### src/rtl/tiny_dnn_out_ctl_if.sv
// Output word stream: valid/ready handshake carrying the result word and its address.
interface tiny_dnn_out_ctl_if;
    logic        ovalid;
    logic [15:0] odata;
    logic [11:0] oa;
    logic        oready;

    modport master (output ovalid, output odata, output oa, input oready);
    modport slave  (input ovalid, input odata, input oa, output oready);
endinterface

### src/rtl/tiny_dnn_out_ctl.sv
// Output controller: 4-deep result FIFO, ovalid one cycle after k_fin, ovf/out_busy/outrf status, oa address walk.
// Optional macro TINY_DNN_OUT_RELU_EN clamps negative forward-pass results to zero before storage.
module tiny_dnn_out_ctl (
    input  logic                clk,
    input  logic                rst,
    input  logic                s_init,
    input  logic                backprop,
    input  logic                k_fin,
    input  logic [15:0]         acc,
    input  logic [3:0]          od,
    input  logic [4:0]          oh,
    input  logic [4:0]          ow,
    input  logic [9:0]          os,
    tiny_dnn_out_ctl_if.master  out_if,
    output logic                out_busy,
    output logic                outrf,
    output logic                ovf
);
    localparam int DEPTH = 4;

    logic [2:0]  count_q, count_d;
    logic [1:0]  wr_ptr_q, wr_ptr_d;
    logic [1:0]  rd_ptr_q, rd_ptr_d;
    logic [4:0]  ox_q, ox_d;
    logic [4:0]  oy_q, oy_d;
    logic [3:0]  oc_q, oc_d;
    logic        outrf_q, outrf_d;
    logic        ovf_q, ovf_d;
    logic [15:0] mem_q [DEPTH];

    logic        full;
    logic        pop;
    logic        push;
    logic        last_word;
    logic [15:0] push_dat;

    assign full      = (count_q == 3'd4);
    assign pop       = out_if.ovalid && out_if.oready;
    assign push      = k_fin && (!full || pop);
    assign last_word = (ox_q == ow) && (oy_q == oh) && (oc_q == od);

`ifdef TINY_DNN_OUT_RELU_EN
    assign push_dat = (!backprop && acc[15]) ? 16'h0000 : acc;
`else
    logic unused_backprop;
    assign unused_backprop = backprop;
    assign push_dat        = acc;
`endif

    always_comb begin
        count_d  = count_q;
        wr_ptr_d = wr_ptr_q;
        rd_ptr_d = rd_ptr_q;
        ox_d     = ox_q;
        oy_d     = oy_q;
        oc_d     = oc_q;
        outrf_d  = outrf_q;
        ovf_d    = ovf_q;

        if (push) wr_ptr_d = wr_ptr_q + 2'd1;
        if (pop)  rd_ptr_d = rd_ptr_q + 2'd1;

        if (push && !pop)      count_d = count_q + 3'd1;
        else if (pop && !push) count_d = count_q - 3'd1;

        if (k_fin && full && !pop) ovf_d = 1'b1;

        // Once the final word has gone out the address walk freezes at its terminal point.
        if (pop && !outrf_q) begin
            if (last_word) begin
                outrf_d = 1'b1;
            end else if (ox_q != ow) begin
                ox_d = ox_q + 5'd1;
            end else begin
                ox_d = 5'd0;
                if (oy_q != oh) begin
                    oy_d = oy_q + 5'd1;
                end else begin
                    oy_d = 5'd0;
                    oc_d = oc_q + 4'd1;
                end
            end
        end

        if (s_init) begin
            count_d  = 3'd0;
            wr_ptr_d = 2'd0;
            rd_ptr_d = 2'd0;
            ox_d     = 5'd0;
            oy_d     = 5'd0;
            oc_d     = 4'd0;
            outrf_d  = 1'b0;
            ovf_d    = 1'b0;
        end
    end

    always_ff @(posedge clk or negedge rst) begin
        if (!rst) begin
            count_q  <= 3'd0;
            wr_ptr_q <= 2'd0;
            rd_ptr_q <= 2'd0;
            ox_q     <= 5'd0;
            oy_q     <= 5'd0;
            oc_q     <= 4'd0;
            outrf_q  <= 1'b0;
            ovf_q    <= 1'b0;
        end else begin
            count_q  <= count_d;
            wr_ptr_q <= wr_ptr_d;
            rd_ptr_q <= rd_ptr_d;
            ox_q     <= ox_d;
            oy_q     <= oy_d;
            oc_q     <= oc_d;
            outrf_q  <= outrf_d;
            ovf_q    <= ovf_d;
        end
    end

    // Storage is not reset; a push while full-and-popping reuses the slot being vacated.
    always_ff @(posedge clk) begin
        if (push) mem_q[wr_ptr_q] <= push_dat;
    end

    assign out_if.ovalid = (count_q != 3'd0);
    assign out_if.odata  = mem_q[rd_ptr_q];
    assign out_if.oa     = 12'(oc_q) * 12'(os)
                         + 12'(oy_q) * (12'(ow) + 12'd1)
                         + 12'(ox_q);

    assign out_busy = (count_q >= 3'd3);
    assign outrf    = outrf_q;
    assign ovf      = ovf_q;
endmodule

### src/flat_wrapper.sv
// flat-port wrapper written by rule: the top's interface ports become plain ports
module tiny_dnn_out_ctl_flat 
  (clk, rst, s_init, backprop, k_fin, acc, od, oh, ow, os, out_busy, outrf, ovf, out_if_ovalid, out_if_odata, out_if_oa, out_if_oready);
  tiny_dnn_out_ctl_if out_if_i ();
  input  logic clk;
  input  logic rst;
  input  logic s_init;
  input  logic backprop;
  input  logic k_fin;
  input  logic [15:0] acc;
  input  logic [3:0] od;
  input  logic [4:0] oh;
  input  logic [4:0] ow;
  input  logic [9:0] os;
  output logic out_busy;
  output logic outrf;
  output logic ovf;
  output wire logic [$bits(out_if_i.ovalid)-1:0] out_if_ovalid;
  output wire logic [$bits(out_if_i.odata)-1:0] out_if_odata;
  output wire logic [$bits(out_if_i.oa)-1:0] out_if_oa;
  input wire logic [$bits(out_if_i.oready)-1:0] out_if_oready;
  assign out_if_ovalid = out_if_i.ovalid;
  assign out_if_odata = out_if_i.odata;
  assign out_if_oa = out_if_i.oa;
  assign out_if_i.oready = out_if_oready;
  tiny_dnn_out_ctl u_core (.clk(clk), .rst(rst), .s_init(s_init), .backprop(backprop), .k_fin(k_fin), .acc(acc), .od(od), .oh(oh), .ow(ow), .os(os), .out_if(out_if_i), .out_busy(out_busy), .outrf(outrf), .ovf(ovf));
endmodule
### config.mk
export PLATFORM = sky130hd
export DESIGN_NAME = tiny_dnn_out_ctl_flat
export DESIGN_NICKNAME = d
export VERILOG_FILES = /design/src/rtl/tiny_dnn_out_ctl_if.sv /design/src/rtl/tiny_dnn_out_ctl.sv /design/src/flat_wrapper.sv
export SDC_FILE = /design/constraint.sdc
export NUM_CORES = 1
export LEC_CHECK = 0
export ABC_AREA = 1
export CORE_ASPECT_RATIO = 1.5
export CORE_UTILIZATION = 44
export CTS_BUF_LIST = sky130_fd_sc_hd__clkbuf_4
export CTS_CLUSTER_DIAMETER = 100
export DETAILED_ROUTE_END_ITERATION = 8
export PLACE_DENSITY = 0.65
export SLEW_MARGIN = 20
export SYNTH_ARGS = -nofsm -noshare
export SYNTH_HDL_FRONTEND = slang
export SYNTH_SLANG_ARGS = --single-unit
### constraint.sdc
create_clock -name clk -period 19.2 [get_ports clk]
set_input_delay 3.84 -clock clk [delete_from_list [all_inputs] [get_ports clk]]
set_output_delay 3.84 -clock clk [all_outputs]
set_load 0.01 [all_outputs]
# ---- Word-level counts from Yosys, hierarchy flattened
# Memories as Yosys holds them, arrays and structs flattened.
# Index checks and enable logic that the tools add are counted.
dict set report totals {
  reg_bits 23
  out_inout_bits 32
  ram_bits 64
  in_bits 46
  word_cells 84
  memories 1
}
# name depth width rd rd_clocked_by_memory_dff write_ports line_no
set memory_table {}
lappend memory_table {u_core.mem_q 4 16 1 0 1 tiny_dnn_out_ctl.sv:29} ;# logic [15:0] mem_q [DEPTH];
dict set report op_classes {
  reduce_logical 25
  n_eq_ne 9
  n_mul 2
  n_mux 28
  magnitude_cmp 1
  n_addsub 10
}
# cell n
set op_table {}
lappend op_table {{5-bit two-way mux} 9}
lappend op_table {{4-bit two-way mux} 5}
lappend op_table {{12-bit adder} 1}
lappend op_table {{12-bit by 5-bit adder with 12-bit output} 1}
lappend op_table {{4-bit by 10-bit multiplier with 12-bit output} 1}
lappend op_table {{5-bit by 12-bit multiplier with 12-bit output} 1}
lappend op_table {{5-bit by 1-bit adder with 5-bit output, second input constant} 2}
lappend op_table {{5-bit == test} 2}
lappend op_table {{5-bit != test} 2}
lappend op_table {{2-bit nonzero test} 5}
lappend op_table {{1-bit logical AND} 9}
lappend op_table {{3-bit two-way mux} 3}
lappend op_table {{2-bit two-way mux} 4}
lappend op_table {{1-bit two-way mux} 7}
lappend op_table {{5-bit by 1-bit adder with 6-bit output, second input constant} 1}
lappend op_table {{2-bit != test, second input constant} 3}
lappend op_table {{3-bit nonzero test} 2}
lappend op_table {{2-bit by 1-bit adder with 2-bit output, second input constant} 2}
lappend op_table {{4-bit by 1-bit adder with 4-bit output, second input constant} 1}
lappend op_table {{4-bit == test} 1}
lappend op_table {{1-bit zero test} 4}
lappend op_table {{2-bit AND reduction} 2}
lappend op_table {{4-bit AND reduction} 1}
lappend op_table {{3-bit by 1-bit adder with 3-bit output, second input constant} 1}
lappend op_table {{other kinds (5)} 5}

# ---- Longest topological paths before layout
dict set report depth {
  depth_word 9
  depth_mapped 22
  ltp_nobuf 22
}

# ---- Worst setup path before layout
# No wires, ideal clock.
dict set report synth_timing {
  path_type {input-to-output}
  from {input port ow[0]}
  to {output port out_if_oa[9]}
  stages 19
  setup_slack_ns 7.158
  arrival_ns 8.202
  path_buffers 0
  path_cell_list {ha_1 > nand3_1 > xor2_1 > inv_1 > nand2_1 > fa_1 > fa_1 > inv_1 > fa_1 > fa_1 > inv_1 > fa_1 > inv_1 > ha_1 > a21oi_1 > o21ai_0 > a21oi_1 > o21bai_1 > xor2_1}
}
dict set report synth_via {
  elab_chain_cells 4
}
# element line_no
set synth_lines {}
lappend synth_lines {{start, declared} flat_wrapper.sv:13} ;# input logic [4:0] ow;
lappend synth_lines {{5-bit by 1-bit adder with 6-bit output} tiny_dnn_out_ctl.sv:127} ;# + 12'(oy_q) * (12'(ow) + 12'd1)
lappend synth_lines {{5-bit by 12-bit multiplier with 12-bit output} tiny_dnn_out_ctl.sv:127}
lappend synth_lines {{12-bit adder} tiny_dnn_out_ctl.sv:127}
lappend synth_lines {{12-bit by 5-bit adder with 12-bit output} tiny_dnn_out_ctl.sv:128} ;# + 12'(ox_q);
lappend synth_lines {{end, declared} flat_wrapper.sv:20} ;# output wire logic [$bits(out_if_i.oa)-1:0] out_if_oa;
# No other way between the ends.

# ---- Worst setup path in the final report
dict set report layout_timing {
  from {input port ow[0]}
  to {output port out_if_oa[11]}
}
# Same word-level chain as after synthesis.

==> out/results.ini <==
[status]
status=complete, no violations

[logic_synthesis]
synth_edf_count=64
synth-seq-area-share=0.3879
syn_inst=708
syn_area_mm2=0.006439
synth_flop_cell=edfxtp_1
yosys.cell_types.count=30
yosysWarnings=0
avgSynthCellArea_um2=9.094
async_flop_share=0.2644
ys_ff_latch=87
synth_nets=845

[floorplan]
initial_core_util=0.4558
dieArea_mm2=0.01513
dieHeight_um=150.2
core_mm2=0.01412
num_io_pins=78
die_x_um=100.8
rows=53

[clocking]
max-clock-path-buffers=2
post_cts_buffers=0
cts_tree=yes
cts.clk_slew.worst_paths_ns=0.14
clk_latency_ns=0.45
clkSinkCount=87
root_buffer=clkbuf_4
h-tree-depth=3
cts_resized=0
cts_buffers=9
ctsHoldBuffers=0

[timing]
slew_headroom=0.3348
tns_ns=0
max_freq_ghz=0.07256
setup_violations=0
hold_viol=0
finClkSkew_ns=0.01309
fin_crit_ns=13.78
slew_violations=0
finalCritPeriodShare=0.7178
tightestPinTransition_ns=0.9967
rsz0062_at_grt=no

[finish]
final_cell_mix=nand2_1, inv_1, nor2_1
nFillCells=1329
fin_nets=911
final_common_cell=nand2_1
diodes=0
drive_gt1_frac=0.06162
finalCoreUtilization=0.5308
design_area_mm2=0.007497
syn_to_final_growth_pct=16.44

[routing]
num_vias=4899
initialDrtViolationCount=186
totalWireLength_mm=14.23
drt_pass1_iterations=5
wl_per_cell_um=14.65
drc_errors=0
post_drt_via_cell_ratio=5.045
drtAntennaViolNets=0

[critical_path]
startpoint_type=input port
cp.arrival_ns=9.94
path_class=in -> out
cp_slowest_cell=clkdlybuf4s50_1
cp_num_buf_inv=6
cp_top_family=adder cells
cpMostUsedCell=fa_1
slowest_delay_ns=0.66
endpoint_kind=output pin
required_ns=15.36
crit_chain=clkdlybuf4s50_1 > ha_1 > nand3_1 > xor2_1 > inv_1 > nand2_1 > fa_1 > fa_1 > inv_1 > fa_1 > fa_1 > inv_1 > fa_1 > inv_1 > ha_1 > a21oi_1 > o21ai_0 > nand2_1 > nand4_1 > o21bai_1 > nand2_1 > clkdlybuf4s50_1
path_max_fanout=8

[placement]
dp_hpwl_mm=11.08
io_buffer_count=76
place_area_mm2=0.007348
place.gp.congestion=0.9014

[pwr]
power_density_mw_per_mm2=95.11
leakage_nw=3.508
irDropWorstVdd_v=0.00009401

[global_routing]
grt_max_degree=36
grt_pass1_vias=5214
antenna_found_initial=0
grt_pass1_wl_mm=23.88
grtUsageTotal=0.2040
overflow=0

[worst_hold_path]
hp-class=reg -> reg

[flow_run]
maxCapViolCount=0

flip-flops by register name, summed over array words and instances, names as in the netlist:
name and cells:
u_core.oc_q 4, u_core.ox_q 5, u_core.oy_q 5, u_core.mem_q 64
u_core.outrf 1, u_core.count_q 3, u_core.wr_ptr_q 2, u_core.rd_ptr_q 2
u_core.ovf 1
power breakdown:
| part | total, mW | switching [mW] | internal [mW] |
|---|---|---|---|
| Sequential | 0.243 | 0.0209 | 0.222 |
| Combinational | 0.358 | 0.198 | 0.161 |
| Clock | 0.112 | 0.0681 | 0.0437 |
| Total | 0.713 | 0.287 | 0.426 |
worst register-to-register path, cell delays in order (launching register included):
cell and delay [ns]:
dfrtp_1 0.39, nor2_1 0.08, nand3_1 0.07, nand2_1 0.24, nor2_2 0.85
through the flow:
stage                     hold slack (ns)  setup WS, ns  total power, mW  instances
after global routing               0.5913         5.128           0.7729        971
after CTS                          0.5626         5.417           0.7221        971
after global placement             0.5417         5.519           0.5988        955
after floorplan                    0.5206         7.158           0.4632        708
after detailed placement           0.5400         5.425           0.6095        955
final                              0.5584         5.419           0.7131        971
cells in the mapped netlist (11+ instances only):
master	n	area, µm²
nand2_1	128	480.5
inv_1	125	469.2
nor2_1	85	319.1
edfxtp_1	64	1922
fa_1	48	960.9
o21ai_0	44	220.2
ha_1	43	538.0
nand3_1	25	125.1
dfrtp_1	23	575.6
xor2_1	21	183.9
o22ai_1	18	112.6
nand4_1	13	81.33
clkbuf_1	12	45.04
a21oi_1	11	55.05
cells by family after synthesis:
logic type,synth area share
AOI/OAI and AO/OA,0.06685
xor gates and xnor gates,0.03809
adders and majority gates,0.2328
buffers and inverters,0.09502
DFF,0.3879
and+or+nand+nor,0.1794
area by class of cell:
cell class | instances | area [µm²] | share of cell area
clock buffer | 10 | 75.07 | 0.01001
clock inverter | 6 | 78.83 | 0.01051
inverter | 134 | 503.0 | 0.06709
tap | 192 | 240.2 | 0.03204
multi-input combinational | 465 | 3339 | 0.4454
timing repair buffer | 77 | 763.2 | 0.1018
sequential | 87 | 2497 | 0.3331
metal layers:
metal	vias to the layer above	part of all wire	wire, µm	global-route usage
met1	2388	0.38	5357	0.2151
met4	0	0.027	387	0.08116
met3	26	0.039	555	0.03250
li1	2377	-	-	-
met5	-	0	0	0
met2	108	0.56	7930	0.3962
final timing paths:
| check | from | endpoint | slack (ns) | cells after the start |
|---|---|---|---|---|
| setup reg to reg | u_core.count_q[0] | u_core.mem_q[1][0] | 17.19 | 4 |
| max in group asynchronous | rst | u_core.count_q[2] | 15.49 | 1 |
| setup / recovery | ow[0] | out_if_oa[11] | 5.42 | 22 |
| hold reg to reg | u_core.ovf | u_core.ovf | 0.56 | 2 |
| min in group asynchronous | rst | u_core.oc_q[1] | 3.34 | 1 |
| hold / removal | u_core.ovf | u_core.ovf | 0.56 | 2 |
No activity file was read; power rests on OpenSTA's default activity.
